**src/rtl/soc_bus_arbiter.sv**
```systemverilog
// Two-master round-robin arbiter for the SoC data bus. Each transaction is latched
// once and given per-region wait states. Unmapped addresses complete with an error.
module soc_bus_arbiter #(
    parameter int unsigned MEM_WAIT = 0,
    parameter int unsigned IO_WAIT  = 2
) (
    input  logic        clk,
    input  logic        rst_n,
    input  logic        m0_req,
    input  logic [31:0] m0_a,
    input  logic        m0_we,
    input  logic [31:0] m0_wd,
    output logic        m0_ack,
    output logic        m0_err,
    output logic [31:0] m0_rd,
    input  logic        m1_req,
    input  logic [31:0] m1_a,
    input  logic        m1_we,
    input  logic [31:0] m1_wd,
    output logic        m1_ack,
    output logic        m1_err,
    output logic [31:0] m1_rd,
    output logic [31:0] bus_a,
    output logic        bus_we,
    output logic [31:0] bus_wd,
    input  logic [31:0] bus_rd
);

    localparam logic [3:0] MemWait = 4'(MEM_WAIT);
    localparam logic [3:0] IoWait  = 4'(IO_WAIT);

    typedef enum logic [1:0] {StIdle, StWait, StResp} state_e;

    state_e      r_state;
    logic [3:0]  r_cnt;
    logic        r_last;
    logic        r_gnt;
    logic        r_we;
    logic        r_unmapped;
    logic [31:0] r_a;
    logic [31:0] r_wd;
    logic [31:0] r_rd;

    logic        w_any_req;
    logic        w_win;
    logic [31:0] w_sel_a;
    logic        w_sel_we;
    logic [31:0] w_sel_wd;
    logic        w_is_mem;
    logic        w_is_io;
    logic [3:0]  w_wait_ld;
    logic        w_ack;

    // On a tie the master not served last wins; r_last resets to 1 so m0 wins first.
    always_comb begin
        w_any_req = m0_req | m1_req;
        w_win     = (m0_req && m1_req) ? ~r_last : m1_req;
        w_sel_a   = w_win ? m1_a  : m0_a;
        w_sel_we  = w_win ? m1_we : m0_we;
        w_sel_wd  = w_win ? m1_wd : m0_wd;
        w_is_mem  = (w_sel_a[31:8] == 24'h000000);
        w_is_io   = (w_sel_a[31:8] == 24'h000008) || (w_sel_a[31:8] == 24'h000009);
        w_wait_ld = w_is_mem ? MemWait : (w_is_io ? IoWait : 4'd0);
    end

    always_ff @(posedge clk or negedge rst_n) begin
        if (!rst_n) begin
            r_state    <= StIdle;
            r_cnt      <= 4'd0;
            r_last     <= 1'b1;
            r_gnt      <= 1'b0;
            r_we       <= 1'b0;
            r_unmapped <= 1'b0;
            r_a        <= 32'h0;
            r_wd       <= 32'h0;
            r_rd       <= 32'h0;
        end else begin
            case (r_state)
                StIdle: begin
                    if (w_any_req) begin
                        r_gnt      <= w_win;
                        r_last     <= w_win;
                        r_a        <= w_sel_a;
                        r_we       <= w_sel_we;
                        r_wd       <= w_sel_wd;
                        r_unmapped <= ~(w_is_mem | w_is_io);
                        r_cnt      <= w_wait_ld;
                        r_state    <= StWait;
                    end
                end
                StWait: begin
                    if (r_cnt != 4'd0) begin
                        r_cnt <= r_cnt - 4'd1;
                    end else begin
                        r_rd    <= r_unmapped ? 32'h0 : bus_rd;
                        r_state <= StResp;
                    end
                end
                StResp: begin
                    r_state <= StIdle;
                end
                default: begin
                    r_state <= StIdle;
                end
            endcase
        end
    end

    // Outputs decode straight from registered state, so reset clears them at once.
    always_comb begin
        w_ack  = (r_state == StResp);
        m0_ack = w_ack & ~r_gnt;
        m1_ack = w_ack &  r_gnt;
        m0_err = m0_ack & r_unmapped;
        m1_err = m1_ack & r_unmapped;
        m0_rd  = m0_ack ? r_rd : 32'h0;
        m1_rd  = m1_ack ? r_rd : 32'h0;
        bus_a  = r_a;
        bus_wd = r_wd;
        bus_we = (r_state == StWait) && (r_cnt == 4'd0) && r_we && !r_unmapped;
    end

endmodule

```
**config.mk**
```make
export PLATFORM = sky130hd
export DESIGN_NAME = soc_bus_arbiter
export DESIGN_NICKNAME = d
export VERILOG_FILES = /design/src/rtl/soc_bus_arbiter.sv
export SDC_FILE = /design/constraint.sdc
export NUM_CORES = 1
export LEC_CHECK = 0
export ABC_AREA = 0
export CAP_MARGIN = 20
export CORE_ASPECT_RATIO = 1.75
export CORE_MARGIN = 2
export CORE_UTILIZATION = 42
export DETAILED_ROUTE_END_ITERATION = 6
export PLACE_DENSITY = 0.91
export SETUP_SLACK_MARGIN = 0.4
export SYNTH_ARGS = -nofsm -noshare
export SYNTH_HDL_FRONTEND = slang
export SYNTH_SLANG_ARGS = --single-unit
```
**constraint.sdc**
```tcl
create_clock -name clk -period 2.7 [get_ports clk]
set_clock_uncertainty 0.1 [all_clocks]
set_input_delay 0.675 -clock clk [delete_from_list [all_inputs] [get_ports clk]]
set_output_delay 0.675 -clock clk [all_outputs]
set_load 0.01 [all_outputs]
```
==> results of run 1 <==
## layout make-up
class,count,area share [%]
Multi-Input combinational cell,406,28.1
Clock buffer,9,2.40
Timing Repair Buffer,338,37.5
Tap cell,168,2.24
Antenna cell,1,0.0266
Sequential cell,106,28.3
Clock inverter,7,1.31
Inverter,3,0.120
## synthesized netlist by cell type, types with 3 or more instances
cell type | instances | area (µm²)
a21oi_1 | 66 | 330
and2_1 | 66 | 413
buf_2 | 11 | 55.1
buf_4 | 12 | 90.1
clkbuf_1 | 11 | 41.3
dfrtp_1 | 105 | 2630
inv_1 | 3 | 11.3
mux2i_1 | 66 | 661
nand2_1 | 33 | 124
nand2b_1 | 33 | 206
nand3_1 | 4 | 20.0
nand4_1 | 3 | 18.8
nor2_1 | 68 | 255
nor4_1 | 11 | 68.8
o21ai_0 | 23 | 115
o21ai_1 | 12 | 60.1
## worst max-delay path by stage
| stage | slack [ps] | endpoint | start |
|---|---|---|---|
| 6_report | 200 | m0_rd[11] | r_gnt |
| 3_3_place_gp | 270 | bus_wd[8] | m1_req |
| 3_5_place_dp | 200 | bus_wd[9] | m1_req |
| 5_1_grt | 150 | m0_rd[11] | r_gnt |
| 4_1_cts | 150 | m1_rd[10] | r_state[1] |
| 2_1_floorplan | 640 | bus_we | r_state[1] |
## kinds of logic after synthesis
group | synth area share [%]
AOI/OAI and AO/OA | 10.2
and+or+nand+nor | 22.4
xor gates and xnor gates | 0.325
buffers and inverters | 5.11
DFF | 49.3
muxes | 12.5
adders and majority gates | 0.232
## per-stage QoR
step,area [µm²],worst slack (ps),cells,power [µW],util [%]
2_1_floorplan,5390,642,554,4040,-
3_3_place_gp,8490,275,994,5530,68.0
3_5_place_dp,8490,202,994,5630,68.0
4_1_cts,8990,148,1030,7370,71.9
5_1_grt,9400,154,1038,7860,75.2
6_report,9400,196,1038,7430,75.2
## what timing repair did
item                                    CTS  global route
setup buffers                            14             3
endpoints found under the hold margin     0             0
gates cloned                              6             4
hold buffers                              0             0
pin swaps                                20            15
gates resized for setup                 258           178
endpoints found under the setup margin   69            68
## state kept, by name (all words and copies together) (netlist names)
register and cells:
r_cnt 4, bus_wd 32, r_state 2, r_gnt 1, r_last 1, r_we 1
bus_a 32, r_unmapped 1, r_rd 32
## routing by layer
layer  vias to the layer above  global-route usage (%)
li1                       2497                       -
met1                      2595                    30.2
met2                       313                    47.2
met3                        98                    5.53
met4                         0                    17.0
met5                         -                       0
## power groups by stage
stage,sequential (µW),combinational (µW),clock [µW]
2_1_floorplan,2670,1370,0
3_3_place_gp,2490,3030,0
3_5_place_dp,2500,3130,0
4_1_cts,2490,3320,1560
5_1_grt,2560,3680,1630
6_report,2490,3410,1530
==> results.txt, run 1 <==
Outcome - finished, final reports clean
Register area - 2660 µm²
Num rows - 54
Critical path data required time - 1920 ps
Final slew viol count - 0
Slew at the pin with the worst max-slew slack - 596 ps
Filler cell count - 816
Worst Path Arrival - 1730 ps
Post-Route WL - 20800 µm
Iteration-0 DRC Markers - 291
Overall routing resource usage - 27.6%
Crit path kind - register to output pin
Post-Syn Area per Cell - 9.73 µm²
Critical R2R Launch - r_state[0]
Root Buffer - clkbuf_16
Worst hold path class - input pin to async pin
Post-synthesis instance total - 554
Metal-1 WL - 6990 µm
Clk pwr share - 20.6%
Synth Warn # - 0
Buf/Inv on CP - 6
Most common cell after layout, fill and taps aside - clkdlybuf4s50_1
Final setup vio count - 0
Switch Pwr - 2610 µW
Clock sinks - 106
Fin Hold WS - 274 ps
Fmax - 399 MHz
Post-detail-place hpwl - 13200 µm
Async SR Flop Fraction - 100%
R2R cell count - 6
Fin crit share - 92.7%
Pint - 4820 µW
Die height - 154 µm
Initial Util - 43.1%
TritonRoute pass-1 iters - 5
Unrepaired setup endpoints after global routing - yes
Post-synth EDFFs - 0
Vias in the first global route - 5565
Total Negative Setup Slacks - 0 ps
Placer Congestion - 0.946
Die width - 89.6 µm
First-pass GRT wire length - 28800 µm
I/O pin count - 299
Crit path largest cell delay - 390 ps
Port bufs - 298
Vias - 5503
Logic gate share of total power - 45.8%
Startpoint Class - register
Cell variety after synth - 38
WL met3 - 1470 µm
Final min period - 2500 ps
Sw frac - 35.1%
Wire length per cell - 20.1 µm
Slew headroom - 60.3%
Max IR drop VDD - 0.565 mV
Power Dens Cells - 791 nW/µm²
Worst R2R Setup Slack - 750 ps
Core Footprint - 12500 µm²
Fraction of layout cells with a size suffix above 1 - 23.1%
CTS Buffer Depth - 2
Top Layer Used - met4
Most frequent cells in the layout - 228 x clkdlybuf4s50_1, 103 x dfrtp_1, 79 x buf_6, 68 x nor2_1
Routed wl met2 - 10800 µm
Crit-path slowest cell - dfrtp_1
Syn nets - 721
Max Cap Viol - 0
Antenna violations before repair - 1
Num CTS Buffers - 9
Die ar. - 13800 µm²
Multi-input logic area - 2640 µm²
Cell mode on critical path - buf_6
Critical path peak fanout - 6
Number of routed nets with antenna violations - 0
Sequential-to-total area share from yosys stat - 49.3%
Critical Path, Cell by Cell - buf_6 > nor3b_4 > buf_6 > buf_6 > buf_6 > buf_6 > and2_4 > buf_6
CTS H-Tree Depth - 3
LEAKAGE - 0.00400 µW
Worst r2r dst - r_rd[14]
Nets@finish - 1031
Largest net degree at the start of global routing - 107
Area grow syn2layout - 74.4%
Global route total overflow - 0
Fin. Hold Viols - 0
Number of synthesized register bits - 106
CP Depth - 8
Clock transition at path regs - 80 ps
Post-Syn Area - 5390 µm²
CTS tree - yes
Worst-Skew Late Latency - 350 ps
CP delay by family, top - buffers and inverters
DR DRC count - 0
Crit. End Element - output pin
Dominant synthesized flop cell - dfrtp_1
Reg power frac - 33.5%
Drt via density - 5.30
No activity file was read; power rests on OpenSTA's default activity.
==> inputs of run 2 (changes only) <==
--- a/config.mk
+++ b/config.mk
@@ -7,11 +7,11 @@
 export LEC_CHECK = 0
 export ABC_AREA = 0
 export CAP_MARGIN = 20
-export CORE_ASPECT_RATIO = 1.75
 export CORE_MARGIN = 2
-export CORE_UTILIZATION = 42
+export CORE_UTILIZATION = 43
+export CTS_BUF_LIST = sky130_fd_sc_hd__clkbuf_2
 export DETAILED_ROUTE_END_ITERATION = 6
-export PLACE_DENSITY = 0.91
+export PLACE_DENSITY = 0.93
 export SETUP_SLACK_MARGIN = 0.4
 export SYNTH_ARGS = -nofsm -noshare
 export SYNTH_HDL_FRONTEND = slang
==> results.txt, run 2 (synthesized netlist as in run 1, its figures left out) <==
Buf/Inv on CP - 3 (was 6)
Max IR drop VDD - 0.480 mV (was 0.565 mV)
Worst hold stages - 2
Min-delay src - r_rd[27]
DR DRC count - 0 (unchanged)
Critical R2R Launch - r_state[0] (unchanged)
Fraction of layout cells with a size suffix above 1 - 19.5% (was 23.1%)
Critical path peak fanout - 9 (was 6)
Metal-1 WL - 6740 µm (was 6990 µm)
Num rows - 40 (was 54)
Post-detail-place hpwl - 12900 µm (was 13200 µm)
Num CTS Buffers - 9 (unchanged)
Worst R2R Setup Slack - 750 ps (about the same)
Clock sinks - 106 (unchanged)
Overall routing resource usage - 25.7% (was 27.6%)
Area grow syn2layout - 63.8% (was 74.4%)
Worst setup margin - -21.6 ps (was 196 ps)
Power Dens Cells - 704 nW/µm² (was 791 nW/µm²)
Clock transition at path regs - 290 ps (was 80 ps)
Placer Congestion - 0.886 (was 0.946)
Pint - 3720 µW (was 4820 µW)
Logic gate share of total power - 50.1% (was 45.8%)
Worst Hold End - r_rd[27]
Die width - 116 µm (was 89.6 µm)
Largest net degree at the start of global routing - 70 (was 107)
Vias in the first global route - 5117 (was 5565)
First-pass GRT wire length - 26400 µm (was 28800 µm)
Unrepaired setup endpoints after global routing - yes (unchanged)
Final setup vio count - 4 (was 0)
Number of diodes - 0 (was 1)
Critical path data required time - 1920 ps (about the same)
Worst-Skew Late Latency - 610 ps (was 350 ps)
Clk pwr share - 10.6% (was 20.6%)
R2R cell count - 6 (unchanged)
Final instance area - 8820 µm² (was 9400 µm²)
Sw frac - 40.0% (was 35.1%)
Crit path largest cell delay - 490 ps (was 390 ps)
LEAKAGE - 0.00388 µW (was 0.00400 µW)
Startpoint Class - register (unchanged)
CTS tree - yes (unchanged)
Routed wl met2 - 9200 µm (was 10800 µm)
Critical Path, Cell by Cell - nor3b_4 > buf_6 > clkbuf_16 > and2_1 > buf_2 (was buf_6 > nor3b_4 > buf_6 > buf_6 > buf_6 > buf_6 > and2_4 > buf_6)
Fin. Hold Viols - 0 (unchanged)
Slew headroom - 60.9% (was 60.3%)
Crit-path slowest cell - dfrtp_1 (unchanged)
Drt via density - 5.02 (was 5.30)
Worst r2r dst - bus_wd[19] (was r_rd[14])
WL met3 - 1370 µm (was 1470 µm)
Fmax - 367 MHz (was 399 MHz)
Total Negative Setup Slacks - -58.0 ps (was 0 ps)
Nets@finish - 1031 (unchanged)
Global route total overflow - 0 (unchanged)
Vias - 5198 (was 5503)
Port bufs - 298 (unchanged)
Final slew viol count - 0 (unchanged)
Reg power frac - 39.3% (was 33.5%)
CTS H-Tree Depth - 3 (unchanged)
Final min period - 2720 ps (was 2500 ps)
Max Cap Viol - 0 (unchanged)
Post-Route WL - 17900 µm (was 20800 µm)
Crit. End Element - output pin (unchanged)
TritonRoute pass-1 iters - 5 (unchanged)
Most frequent cells in the layout - 164 x clkdlybuf4s50_1, 105 x dfrtp_1, 68 x nor2_1, 66 x mux2i_1, 66 x a21oi_1 (was 228 x clkdlybuf4s50_1, 103 x dfrtp_1, 79 x buf_6, 68 x nor2_1)
Number of routed nets with antenna violations - 0 (unchanged)
Initial Util - 44.5% (was 43.1%)
Antenna violations before repair - 0 (was 1)
Iteration-0 DRC Markers - 220 (was 291)
Non-filler instance count after layout - 1036 (was 1038)
CP delay by family, top - flip-flops (was buffers and inverters)
Die height - 116 µm (was 154 µm)
Slew at the pin with the worst max-slew slack - 586 ps (was 596 ps)
Fin crit share - 101% (was 92.7%)
Worst hold path class - register to register (was input pin to async pin)
Final Power - 6210 µW (was 7430 µW)
I/O pin count - 299 (unchanged)
Wire length per cell - 17.3 µm (was 20.1 µm)
Root Buffer - clkbuf_2 (was clkbuf_16)
Outcome - finished with violations (was finished, final reports clean)
Switch Pwr - 2490 µW (was 2610 µW)
Failing checks - negative setup slack
Core Footprint - 12100 µm² (was 12500 µm²)
CTS Buffer Depth - 2 (unchanged)
Worst Path Arrival - 1950 ps (was 1730 ps)
Most common cell after layout, fill and taps aside - clkdlybuf4s50_1 (unchanged)
Post-Place Cells - 994 (unchanged)
Cell Area, Placed - 8540 µm² (was 8490 µm²)
Die ar. - 13400 µm² (was 13800 µm²)
Fin util - 72.9% (was 75.2%)
Crit path kind - register to output pin (unchanged)
Top Layer Used - met4 (unchanged)
==> run 2: cell types whose count changed in the layout (fill, tap and decap cells not counted), moves of 12 or more <==
| cell | before | now |
|---|---|---|
| buf_6 | 79 | 39 |
| clkbuf_2 | 1 | 13 |
| buf_2 | 5 | 32 |
| and2_4 | 61 | 33 |
| and2_1 | 5 | 33 |
| dlygate4sd2_1 | 0 | 63 |
| clkdlybuf4s50_1 | 228 | 164 |
==> run 2: worst max path at each step <==
| stage | from | to | slack, ps | depth (start not counted) |
|---|---|---|---|---|
| 2_1_floorplan | r_state[1] | bus_we | 640 | 5 |
| 3_3_place_gp | m1_req | bus_a[16] | 330 | 6 |
| 3_5_place_dp | m1_req | bus_a[21] | 270 | 6 |
| 4_1_cts | r_state[0] | m1_rd[17] | -310 | 4 |
| 5_1_grt | r_state[0] | m0_rd[26] | -130 | 5 |
| 6_report | r_state[0] | m0_rd[16] | -20 | 5 |
==> run 2: layer usage <==
metal,up-vias,GRT usage (%)
li1,2487,-
met1,2456,29.1
met2,213,45.1
met3,42,7.32
met4,0,11.4
met5,-,0
==> run 2: timing repair <==
| item | 4_1_cts | 5_1_grt |
|---|---|---|
| buffers inserted | 13 | 6 |
| endpoints found under the setup margin | 133 | 70 |
| gates resized for setup | 218 | 180 |
| endpoints found under the hold margin | 38 | 0 |
| hold buffers | 1 | 0 |
| pin swaps | 3 | 17 |
| cloned | 0 | 7 |
==> run 2: stage by stage <==
| stage | hold slack (ps) | setup slack, ps |
|---|---|---|
| 2_1_floorplan | 279 | 642 |
| 3_3_place_gp | 369 | 329 |
| 3_5_place_dp | 384 | 271 |
| 4_1_cts | 428 | -310 |
| 5_1_grt | 445 | -131 |
| 6_report | 445 | -21.6 |
==> run 2: cell type report <==
class / instances / area [µm²]
repair buffers: 338 / 3290
fillers: 895 / 3290
flip-flops and latches: 106 / 2650
multi-input cells: 406 / 2570
well taps: 168 / 210
clock buffers: 11 / 55.1
clock inverters: 4 / 28.8
inverters: 3 / 11.3
==> run 2: tightest hold or removal path, cell delays in order, from the launching register on <==
cell     delay (ps)
dfrtp_1         450
nand2_1          50
o21ai_1          50
==> run 2: power by group through the flow <==
stage	Sequential, µW	Combinational, µW	Clock, µW
final	2440	3110	660
after global routing	2510	3380	742
after CTS	2430	2990	681
after detailed placement	2500	3160	0
after global placement	2470	3080	0
after floorplan	2670	1370	0
==> inputs of run 3 (changes only) <==
--- a/config.mk
+++ b/config.mk
@@ -11,6 +11,7 @@
 export CORE_UTILIZATION = 43
 export CTS_BUF_LIST = sky130_fd_sc_hd__clkbuf_2
 export DETAILED_ROUTE_END_ITERATION = 6
+export GPL_TIMING_DRIVEN = 0
 export PLACE_DENSITY = 0.93
 export SETUP_SLACK_MARGIN = 0.4
 export SYNTH_ARGS = -nofsm -noshare
==> results.txt, run 3 (synthesized netlist as in run 1, its figures left out) <==
Slew headroom - 67.8% (was 60.9%)
Post-detail-place hpwl - 14600 µm (was 12900 µm)
Logic gate share of total power - 53.0% (was 50.1%)
Clock sinks - 106 (unchanged)
Fraction of layout cells with a size suffix above 1 - 24.3% (was 19.5%)
Buf/Inv on CP - 3 (unchanged)
Wire length per cell - 18.1 µm (was 17.3 µm)
Outcome - finished with violations (unchanged)
CTS tree - yes (unchanged)
Overall routing resource usage - 28.5% (was 25.7%)
Die height - 116 µm (unchanged)
Final min period - 2740 ps (was 2720 ps)
Global route total overflow - 0 (unchanged)
Max Cap Viol - 0 (unchanged)
Clk pwr share - 9.9% (was 10.6%)
Worst Path Arrival - 1960 ps (was 1950 ps)
Critical R2R Launch - r_state[1] (was r_state[0])
First-pass GRT wire length - 29000 µm (was 26400 µm)
Final setup vio count - 36 (was 4)
Cell Area, Placed - 8610 µm² (was 8540 µm²)
Reg power frac - 37.1% (was 39.3%)
LEAKAGE - 0.00407 µW (was 0.00388 µW)
Crit. End Element - output pin (unchanged)
Critical path peak fanout - 5 (was 9)
Number of routed nets with antenna violations - 0 (unchanged)
DR DRC count - 0 (unchanged)
Critical path data required time - 1920 ps (about the same)
Worst setup margin - -35.5 ps (was -21.6 ps)
Port bufs - 298 (unchanged)
Worst r2r dst - bus_wd[13] (was bus_wd[19])
Post-Route WL - 19400 µm (was 17900 µm)
Worst R2R Setup Slack - 780 ps (was 750 ps)
Num rows - 40 (unchanged)
Die width - 116 µm (unchanged)
Critical Path, Cell by Cell - nor3b_4 > buf_6 > clkbuf_16 > and2_4 > buf_6 (was nor3b_4 > buf_6 > clkbuf_16 > and2_1 > buf_2)
Final slew viol count - 0 (unchanged)
Failing checks - negative setup slack (unchanged)
Iteration-0 DRC Markers - 458 (was 220)
Vias in the first global route - 5646 (was 5117)
TritonRoute pass-1 iters - 5 (unchanged)
Fmax - 366 MHz (was 367 MHz)
Number of diodes - 0 (unchanged)
CTS H-Tree Depth - 3 (unchanged)
Power Dens Cells - 718 nW/µm² (was 704 nW/µm²)
Die ar. - 13400 µm² (unchanged)
Core Footprint - 12100 µm² (unchanged)
Final instance area - 9170 µm² (was 8820 µm²)
Unrepaired setup endpoints after global routing - yes (unchanged)
Most frequent cells in the layout - 164 x clkdlybuf4s50_1, 102 x dfrtp_1, 68 x nor2_1, 66 x mux2i_1, 66 x a21oi_1 (was 164 x clkdlybuf4s50_1, 105 x dfrtp_1, 68 x nor2_1, 66 x mux2i_1, 66 x a21oi_1)
Nets@finish - 1070 (was 1031)
Worst-Skew Late Latency - 640 ps (was 610 ps)
Most common cell after layout, fill and taps aside - clkdlybuf4s50_1 (unchanged)
Drt via density - 5.13 (was 5.02)
R2R cell count - 8 (was 6)
Fin. Hold Viols - 0 (unchanged)
Crit path kind - register to output pin (unchanged)
Crit path largest cell delay - 510 ps (was 490 ps)
Worst hold path class - input pin to async pin (was register to register)
Slew at the pin with the worst max-slew slack - 484 ps (was 586 ps)
CP delay by family, top - flip-flops (unchanged)
I/O pin count - 299 (unchanged)
Crit-path slowest cell - dfrtp_2 (was dfrtp_1)
CTS Buffer Depth - 2 (unchanged)
Antenna violations before repair - 0 (unchanged)
Cell mode on critical path - buf_6
Largest net degree at the start of global routing - 72 (was 70)
Sw frac - 40.0% (about the same)
Max IR drop VDD - 0.501 mV (was 0.480 mV)
Initial Util - 44.5% (unchanged)
Root Buffer - clkbuf_2 (unchanged)
Non-filler instance count after layout - 1076 (was 1036)
Num CTS Buffers - 9 (unchanged)
Vias - 5519 (was 5198)
Clock transition at path regs - 310 ps (was 290 ps)
Area grow syn2layout - 70.2% (was 63.8%)
Fin Hold WS - 389 ps (was 445 ps)
Post-Place Cells - 1021 (was 994)
Switch Pwr - 2630 µW (was 2490 µW)
Pint - 3950 µW (was 3720 µW)
Fin crit share - 101% (about the same)
Placer Congestion - 0.871 (was 0.886)
Startpoint Class - register (unchanged)
## run 3: cell count changes in the layout (fill, tap and decap cells not counted), moves of 4 or more
cell      before  now
and2_1        33   20
buf_12         9    2
clkbuf_1       0    4
and2_4        33   46
buf_4         21   40
buf_8          2    8
buf_6         39   56
## run 3: per-layer routing
layer	part of all wire (%)	wire, µm	vias to the layer above	global-route usage (%)
met2	52	10000	252	49.9
met5	0	0	-	0
li1	-	-	2569	-
met3	7.6	1480	51	8.58
met1	37	7240	2647	32.7
met4	3.5	678	0	11.5
## run 3: repair_timing
| action | CTS | global route |
|---|---|---|
| pin swaps | 8 | 8 |
| resized for setup | 387 | 93 |
| cloned | 1 | 3 |
| endpoints found under the hold margin | 34 | 0 |
| hold buffers | 1 | 0 |
| setup buffers | 29 | 5 |
| setup endpoints to repair | 133 | 69 |
## run 3: power groups by stage
stage	Sequential (µW)	Combinational, µW	Clock [µW]
after floorplan	2670	1370	0
after global placement	2470	3260	0
after detailed placement	2490	3330	0
after CTS	2430	3380	667
after global routing	2510	3770	731
final	2440	3490	655
## run 3: layout make-up
cell class / count / area [µm²]
buffer: 39 / 339
clock buffer: 13 / 65.1
clock inverter: 3 / 16.3
fill: 817 / 2940
inverter: 3 / 11.3
multi-input combinational: 406 / 2610
sequential: 106 / 2660
tap: 168 / 210
timing repair buffer: 338 / 3260
## run 3: worst max-delay path by stage
| stage | start | endpoint | slack (ps) | cells after the start |
|---|---|---|---|---|
| finish | r_state[0] | m0_rd[11] | -40 | 5 |
| global placement | rst_n | bus_wd[27] | -3180 | 1 |
| CTS | r_state[0] | m1_rd[30] | -80 | 4 |
| global route | r_cnt[0] | bus_we | -170 | 7 |
| floorplan | r_state[1] | bus_we | 640 | 5 |
| detailed placement | r_state[0] | m0_rd[25] | -80 | 4 |
## run 3: worst register-to-register path, stage by stage, from the launching register on
cell and delay (ps):
dfrtp_1 460, buf_4 140, buf_4 130, nor2_2 140, o21a_1 140, buf_2 200
buf_6 170, buf_2 260, a21oi_1 100
## run 3: per-stage QoR
step	utilization [%]	TNS, ps	setup WS (ps)	total power, µW
after floorplan	-	0	642	4040
after global placement	70.8	-335150	-3180	5730
after detailed placement	71.1	-1390	-77.9	5820
after CTS	71.8	-845	-83.6	6470
after global routing	75.7	-7300	-172	7010
final	75.7	-746	-35.5	6580
